`src/rtl/clk_pulse_gen_pkg.sv`:
```
`default_nettype none
// ============================================================================
// Module   : clk_pulse_gen_pkg
// Brief    : Shared types for the multi-channel clock/pulse generator.
// Revision : 1.0 - initial release
// ============================================================================
package clk_pulse_gen_pkg;

  // Default counter / config field width.
  localparam int CNT_W_DEF = 16;

  // Per-channel waveform state.
  typedef enum logic [1:0] {
    IDLE  = 2'd0,
    PHASE = 2'd1,
    HIGH  = 2'd2,
    LOW   = 2'd3
  } chan_state_e;

  // One channel's programmable timing, at the default field width.
  typedef struct packed {
    logic [CNT_W_DEF-1:0] phase;
    logic [CNT_W_DEF-1:0] ton;
    logic [CNT_W_DEF-1:0] toff;
  } chan_cfg_t;

endpackage
`default_nettype wire

```
`src/rtl/clk_pulse_gen_multi_chan.sv`:
```
`default_nettype none
// ============================================================================
// Module   : clk_pulse_chan
// Brief    : One waveform channel: staging/active config, pending flag,
//            IDLE/PHASE/HIGH/LOW sequencer with a down-counter, and
//            registered clk_out / period_start / busy.
// Revision : 1.0 - initial release
// ============================================================================
module clk_pulse_chan
  import clk_pulse_gen_pkg::*;
#(
  parameter int CNT_W = CNT_W_DEF
) (
  input  logic             clk,
  input  logic             rst,
  input  logic             i_wr,
  input  logic [CNT_W-1:0] i_phase,
  input  logic [CNT_W-1:0] i_ton,
  input  logic [CNT_W-1:0] i_toff,
  input  logic             i_en,
  output logic             o_clk_out,
  output logic             o_period_start,
  output logic             o_busy
);

  // Config record at this instance's counter width.
  typedef struct packed {
    logic [CNT_W-1:0] phase;
    logic [CNT_W-1:0] ton;
    logic [CNT_W-1:0] toff;
  } cfg_t;

  localparam logic [CNT_W-1:0] c_ONE = CNT_W'(1);

  cfg_t             r_stage;
  cfg_t             r_active;
  logic             r_pend;
  chan_state_e      r_state;
  logic [CNT_W-1:0] r_cnt;
  logic             r_hent;      // state entered HIGH at the last edge
  logic             r_clk_out;
  logic             r_pstart;
  logic             r_busy;

  cfg_t             w_next;      // config that a load at this edge would use

  // A pending write supersedes the running config whenever a load happens.
  assign w_next = r_pend ? r_stage : r_active;

  // Segment load for LOW: a zero-length LOW holds cnt at 0 so the channel
  // re-examines its config every cycle instead of wrapping to the maximum.
  function automatic logic [CNT_W-1:0] seg_load(input logic [CNT_W-1:0] v);
    return (v == '0) ? '0 : (v - c_ONE);
  endfunction

  // Channel sequencer, config staging and registered outputs.
  always_ff @(posedge clk) begin
    if (rst) begin
      r_stage   <= '0;
      r_active  <= '0;
      r_pend    <= 1'b0;
      r_state   <= IDLE;
      r_cnt     <= '0;
      r_hent    <= 1'b0;
      r_clk_out <= 1'b0;
      r_pstart  <= 1'b0;
      r_busy    <= 1'b0;
    end else begin
      // Outputs trail the state by one cycle; a dropped enable zeroes them
      // immediately so nothing leaks out after the channel is stopped.
      r_clk_out <= i_en && (r_state == HIGH);
      r_busy    <= i_en && (r_state != IDLE);
      r_pstart  <= i_en && r_hent;
      r_hent    <= 1'b0;

      if (!i_en) begin
        r_state <= IDLE;
        r_cnt   <= '0;
      end else begin
        case (r_state)
          IDLE: begin
            r_active <= w_next;
            r_pend   <= 1'b0;
            if (w_next.phase != '0) begin
              r_state <= PHASE;
              r_cnt   <= w_next.phase - c_ONE;
            end else if (w_next.ton != '0) begin
              r_state <= HIGH;
              r_cnt   <= w_next.ton - c_ONE;
              r_hent  <= 1'b1;
            end else begin
              r_state <= LOW;
              r_cnt   <= seg_load(w_next.toff);
            end
          end

          PHASE: begin
            if (r_cnt == '0) begin
              if (r_active.ton != '0) begin
                r_state <= HIGH;
                r_cnt   <= r_active.ton - c_ONE;
                r_hent  <= 1'b1;
              end else begin
                r_state <= LOW;
                r_cnt   <= seg_load(r_active.toff);
              end
            end else begin
              r_cnt <= r_cnt - c_ONE;
            end
          end

          HIGH: begin
            if (r_cnt == '0) begin
              if (r_active.toff != '0) begin
                // Mid-period: keep the running config.
                r_state <= LOW;
                r_cnt   <= r_active.toff - c_ONE;
              end else begin
                // toff==0 makes the end of HIGH a period boundary.
                r_active <= w_next;
                r_pend   <= 1'b0;
                if (w_next.ton != '0) begin
                  r_state <= HIGH;
                  r_cnt   <= w_next.ton - c_ONE;
                  r_hent  <= 1'b1;
                end else begin
                  r_state <= LOW;
                  r_cnt   <= seg_load(w_next.toff);
                end
              end
            end else begin
              r_cnt <= r_cnt - c_ONE;
            end
          end

          LOW: begin
            if (r_cnt == '0) begin
              // Period boundary: adopt any staged config.
              r_active <= w_next;
              r_pend   <= 1'b0;
              if (w_next.ton != '0) begin
                r_state <= HIGH;
                r_cnt   <= w_next.ton - c_ONE;
                r_hent  <= 1'b1;
              end else begin
                r_state <= LOW;
                r_cnt   <= seg_load(w_next.toff);
              end
            end else begin
              r_cnt <= r_cnt - c_ONE;
            end
          end

          default: begin
            r_state <= IDLE;
            r_cnt   <= '0;
          end
        endcase
      end

      // A write landing on the same edge as a load stays pending for the
      // next boundary; placed last so it overrides the clear above.
      if (i_wr) begin
        r_stage <= {i_phase, i_ton, i_toff};
        r_pend  <= 1'b1;
      end
    end
  end

  assign o_clk_out      = r_clk_out;
  assign o_period_start = r_pstart;
  assign o_busy         = r_busy;

endmodule
`default_nettype wire

```
`src/rtl/clk_pulse_gen_multi.sv`:
```
`default_nettype none
// ============================================================================
// Module   : clk_pulse_gen_multi
// Brief    : NUM_CH independent programmable clock/pulse generators sharing
//            one config write port. Out-of-range channel writes are dropped.
// Revision : 1.0 - initial release
// ============================================================================
module clk_pulse_gen_multi
  import clk_pulse_gen_pkg::*;
#(
  parameter  int NUM_CH = 4,
  parameter  int CNT_W  = CNT_W_DEF,
  localparam int CH_W   = (NUM_CH > 1) ? $clog2(NUM_CH) : 1
) (
  input  logic              clk,
  input  logic              rst,
  input  logic              cfg_valid,
  output logic              cfg_ready,
  input  logic [CH_W-1:0]   cfg_chan,
  input  logic [CNT_W-1:0]  cfg_phase,
  input  logic [CNT_W-1:0]  cfg_ton,
  input  logic [CNT_W-1:0]  cfg_toff,
  input  logic [NUM_CH-1:0] en,
  output logic [NUM_CH-1:0] clk_out,
  output logic [NUM_CH-1:0] period_start,
  output logic [NUM_CH-1:0] busy
);

  logic r_cfg_ready;
  logic w_cfg_acc;

  // Ready rises on the first edge out of reset and never drops afterwards.
  always_ff @(posedge clk) begin
    if (rst) begin
      r_cfg_ready <= 1'b0;
    end else begin
      r_cfg_ready <= 1'b1;
    end
  end

  assign cfg_ready = r_cfg_ready;
  assign w_cfg_acc = cfg_valid && r_cfg_ready;

  // One channel per output bit; each decodes its own write strobe, so a
  // code with no matching channel simply writes nothing.
  for (genvar gi = 0; gi < NUM_CH; gi++) begin : g_chan
    logic w_wr;
    assign w_wr = w_cfg_acc && (cfg_chan == CH_W'(gi));

    clk_pulse_chan #(
      .CNT_W (CNT_W)
    ) u_chan (
      .clk            (clk),
      .rst            (rst),
      .i_wr           (w_wr),
      .i_phase        (cfg_phase),
      .i_ton          (cfg_ton),
      .i_toff         (cfg_toff),
      .i_en           (en[gi]),
      .o_clk_out      (clk_out[gi]),
      .o_period_start (period_start[gi]),
      .o_busy         (busy[gi])
    );
  end

endmodule
`default_nettype wire
```
`config.mk`:
```
export PLATFORM = sky130hd
export DESIGN_NAME = clk_pulse_gen_multi
export DESIGN_NICKNAME = d
export VERILOG_FILES = /design/src/rtl/clk_pulse_gen_pkg.sv /design/src/rtl/clk_pulse_gen_multi_chan.sv /design/src/rtl/clk_pulse_gen_multi.sv
export SDC_FILE = /design/constraint.sdc
export NUM_CORES = 2
export LEC_CHECK = 0
export BUFFER_PORTS_ARGS = -buffer_cell sky130_fd_sc_hd__buf_2
export CORE_MARGIN = 2
export CORE_UTILIZATION = 54
export DETAILED_ROUTE_END_ITERATION = 8
export GPL_TIMING_DRIVEN = 0
export PLACE_DENSITY = 0.74
export SLEW_MARGIN = 10
export SYNTH_ARGS = -nofsm -noshare
export SYNTH_HDL_FRONTEND = slang
export SYNTH_SLANG_ARGS = --single-unit
```
`constraint.sdc`:
```
create_clock -name clk -period 5.75 [get_ports clk]
set_input_delay 0.8625 -clock clk [delete_from_list [all_inputs] [get_ports clk]]
set_output_delay 0.8625 -clock clk [all_outputs]
set_load 0.02 [all_outputs]
```
==> reports/metrics.csv <==
stage,metric,value,unit
status,run status,completed,
power_and_ir_drop,Leak,0.0130,uW
worst_setup_path,flop2flop setup slack,140,ps
min_path,Cells on Worst Hold Path,1,
route,vias per inst,6.49,
min_path,Hold Path End,g_chan[2].u_chan.o_period_start,
clocking,Clock Tree Buf Depth,3,
min_path,hold_sp,g_chan[2].u_chan.r_hent,
synthesis,synthesized flop and latch total,477,
worst_setup_path,Worst path max stage delay,750,ps
place,GPL Wtd Cong,1.03,
synthesis,Post-synth top flop,dfxtp_1,
timing,min Tclk post-route,5610,ps
power_and_ir_drop,Peak VDD IR,0.363,mV
run,MaxCap Viol Count,0,
synthesis,synthesized cell area,31000,sq um
layout,proportion of layout cells with a drive suffix above 1,8.01,%
timing,Fin Hold WS,428,ps
synthesis,yosys warns,0,
worst_setup_path,WS Path Type,reg2reg,
place,Post-DP HPWL,87.3,mm
clocking,CTS Buf Count,52,
synthesis,syn avg cell area,7.69,sq um
worst_setup_path,crit path DAT,6090,ps
layout,number of diodes,0,
layout,nets,4255,
layout,Multi-input gate area,20000,sq um
layout,Reg area,9550,sq um
power_and_ir_drop,pwr dens,602,nW/um^2
worst_setup_path,Crit path top cell by count,buf_2,
clocking,root buf cell,clkbuf_16,
floorplanning,Core Box Area,56600,sq um
floorplanning,Std-Cell Rows,87,
worst_setup_path,reg-to-reg endpoint,g_chan[2].u_chan.r_cnt[14],
floorplanning,Die Footprint,59400,sq um
floorplanning,Die Y,244,um
worst_setup_path,r2r startpoint,g_chan[2].u_chan.r_pend,
clocking,TritonCTS clock tree,yes,
synthesis,cell count after synthesis,4032,
floorplanning,Die X,244,um
worst_setup_path,crit path buf inv count,6,
floorplanning,Top Ports,70,
worst_setup_path,crit-path max FO,10,
worst_setup_path,worst endpoint required time,6230,ps
timing,Worst Tran Pin Value,1200,ps
global_route,global route overflow,0,
global_route,largest net degree at the start of global routing,15,
timing,Final period util,97.6,%
clocking,TritonCTS Sinks,477,
route,total number of vias,32100,
route,DR DRC count,0,
route,initial DRC count,3865,
timing,max_slew headroom,19.5,%
global_route,gr usage total,37.1,%
worst_setup_path,critical path's slowest cell,buf_1,
layout,filler cell count,5300,
layout,"leading cell types in the layout, fill and taps excluded","nand2_1 (600), dfxtp_1 (476), a21oi_1 (390), nor2_1 (384), mux2i_1 (290)",
route,routed length per instance,23.2,um
route,Total Routed Length,115,mm
synthesis,sequential element share of the synthesized area,30.8,%
timing,Final Hold Fails,0,
clocking,Worst-path clk slew,60,ps
timing,FMAX,178,MHz
synthesis,syn_nets,4133,
floorplanning,Initial Util,54.8,%
synthesis,asr flop ratio synth,0,%
clocking,worst skew pair latency,620,ps
global_route,vias in the first global route,29500,
route,antenna-violating nets left,0,
worst_setup_path,crit start category,flip-flop,
layout,area added between synthesis and finish,10.5,%
worst_setup_path,Crit. End Element,flip-flop,
global_route,first-pass GRT wire length,173,mm
synthesis,Unique masters post-synth,93,
min_path,Worst Hold Class,reg2reg,
timing,setup violators final,0,
global_route,initial antenna violation count,0,
worst_setup_path,critical path's top delay family,buffers and inverters,
route,drt first pass iters,6,
power_and_ir_drop,Pwr Total,20600,uW
timing,fin. max-slew vios,0,
clocking,H-Tree Depth,2,
place,port bufs,69,
worst_setup_path,reg2reg path depth,14,
synthesis,number of synthesized flops with an enable pin,0,
timing,Final Skew,22.0,ps
layout,"commonest non-fill, non-tap cell in the layout",nand2_1,
worst_setup_path,worst-path cell chain,buf_2 -> buf_2 -> buf_2 -> buf_2 -> buf_4 -> buf_1 -> mux2i_1 -> ha_1 -> o221ai_1 -> nor4_1 -> nand3_1 -> o22ai_1 -> o211ai_1 -> o311ai_0,
timing repair:
item                                   CTS  global route
endpoints found under the hold margin    0             0
setup endpoints to repair               47            36
buffers inserted                         0             1
pin swaps                                0             1
hold buffers                             0             0
gates cloned                             0             0
resized for setup                       14            12
state kept, by name (all words and copies together), names as in the netlist:
register                      count
g_chan.u_chan.r_stage           192
cfg_ready                         1
g_chan.u_chan.r_active          192
g_chan.u_chan.r_cnt              64
g_chan.u_chan.o_clk_out           4
g_chan.u_chan.r_pend              4
g_chan.u_chan.o_busy              4
g_chan.u_chan.r_state             8
g_chan.u_chan.r_hent              4
g_chan.u_chan.o_period_start      4
cell usage after synthesis (all sizes together) (55+ instances only):
cell	instances	share of area, %
buf	99	2.0
nor2	384	4.6
o21ai	131	2.1
nor4	86	1.8
a211oi	74	1.9
mux2i	290	9.4
nor3	175	2.8
xor2	107	3.0
nor3b	55	1.3
clkbuf	198	2.4
xnor2	173	4.9
o22ai	57	1.1
dfxtp	477	31
nand2	600	7.3
a21oi	390	6.3
power by group:
| group | internal, uW | total [uW] | switching (uW) | leakage (uW) |
|---|---|---|---|---|
| Clock | 2250 | 3730 | 1490 | 0.000912 |
| Sequential | 3720 | 4210 | 487 | 0.00387 |
| Combinational | 4610 | 12700 | 8080 | 0.00818 |
how the worst max path moves through the flow:
stage | start | endpoint | slack [ps] | cells past startpoint
final | g_chan[2].u_chan.r_pend | g_chan[2].u_chan.r_cnt[14] | 140 | 14
after global routing | g_chan[3].u_chan.r_pend | g_chan[3].u_chan.r_cnt[0] | -70 | 16
after CTS | g_chan[0].u_chan.r_pend | g_chan[0].u_chan.r_cnt[14] | 20 | 14
after detailed placement | g_chan[2].u_chan.r_pend | g_chan[2].u_chan.r_cnt[12] | -700 | 14
after global placement | g_chan[2].u_chan.r_pend | g_chan[2].u_chan.r_cnt[12] | -710 | 14
after floorplan | g_chan[2].u_chan.r_pend | g_chan[2].u_chan.r_cnt[4] | 1070 | 16
cell type report:
class                      count  share of cell area [%]
clock buffer                  66                    4.28
timing repair buffer          70                    1.03
tap                          756                    2.76
sequential                   477                    27.9
multi-input combinational   3207                    58.3
clock inverter                28                    1.19
inverter                      51                   0.559
buffer                       295                    4.00
metal layers:
| metal | share of wire (%) | vias to the layer above | track usage, % |
|---|---|---|---|
| met4 | 4.6 | 0 | 14.8 |
| met2 | 43 | 1829 | 57.9 |
| met1 | 41 | 15200 | 50.0 |
| li1 | - | 14700 | - |
| met5 | 0 | - | 0 |
| met3 | 11 | 356 | 7.76 |
kinds of logic after synthesis:
family / synth area share (%)
AOI/OAI and AO/OA: 19.7
muxes: 10.1
adders and majority gates: 1.78
DFF: 30.8
xor gates and xnor gates: 7.91
and+or+nand+nor: 24.7
buffers and inverters: 4.98
metrics by stage:
stage / cell area (sq um) / util (%) / cells / setup slack [ps] / setup TNS (ps)
2_1_floorplan: 31000 / - / 4032 / 1070 / 0
3_3_place_gp: 32300 / 57.1 / 4857 / -708 / -15630
3_5_place_dp: 32300 / 57.1 / 4857 / -704 / -13520
4_1_cts: 34200 / 60.5 / 4951 / 20.9 / 0
5_1_grt: 34300 / 60.5 / 4950 / -68.7 / -68.7
6_report: 34300 / 60.5 / 4950 / 141 / 0
No activity file was read; power rests on OpenSTA's default activity.
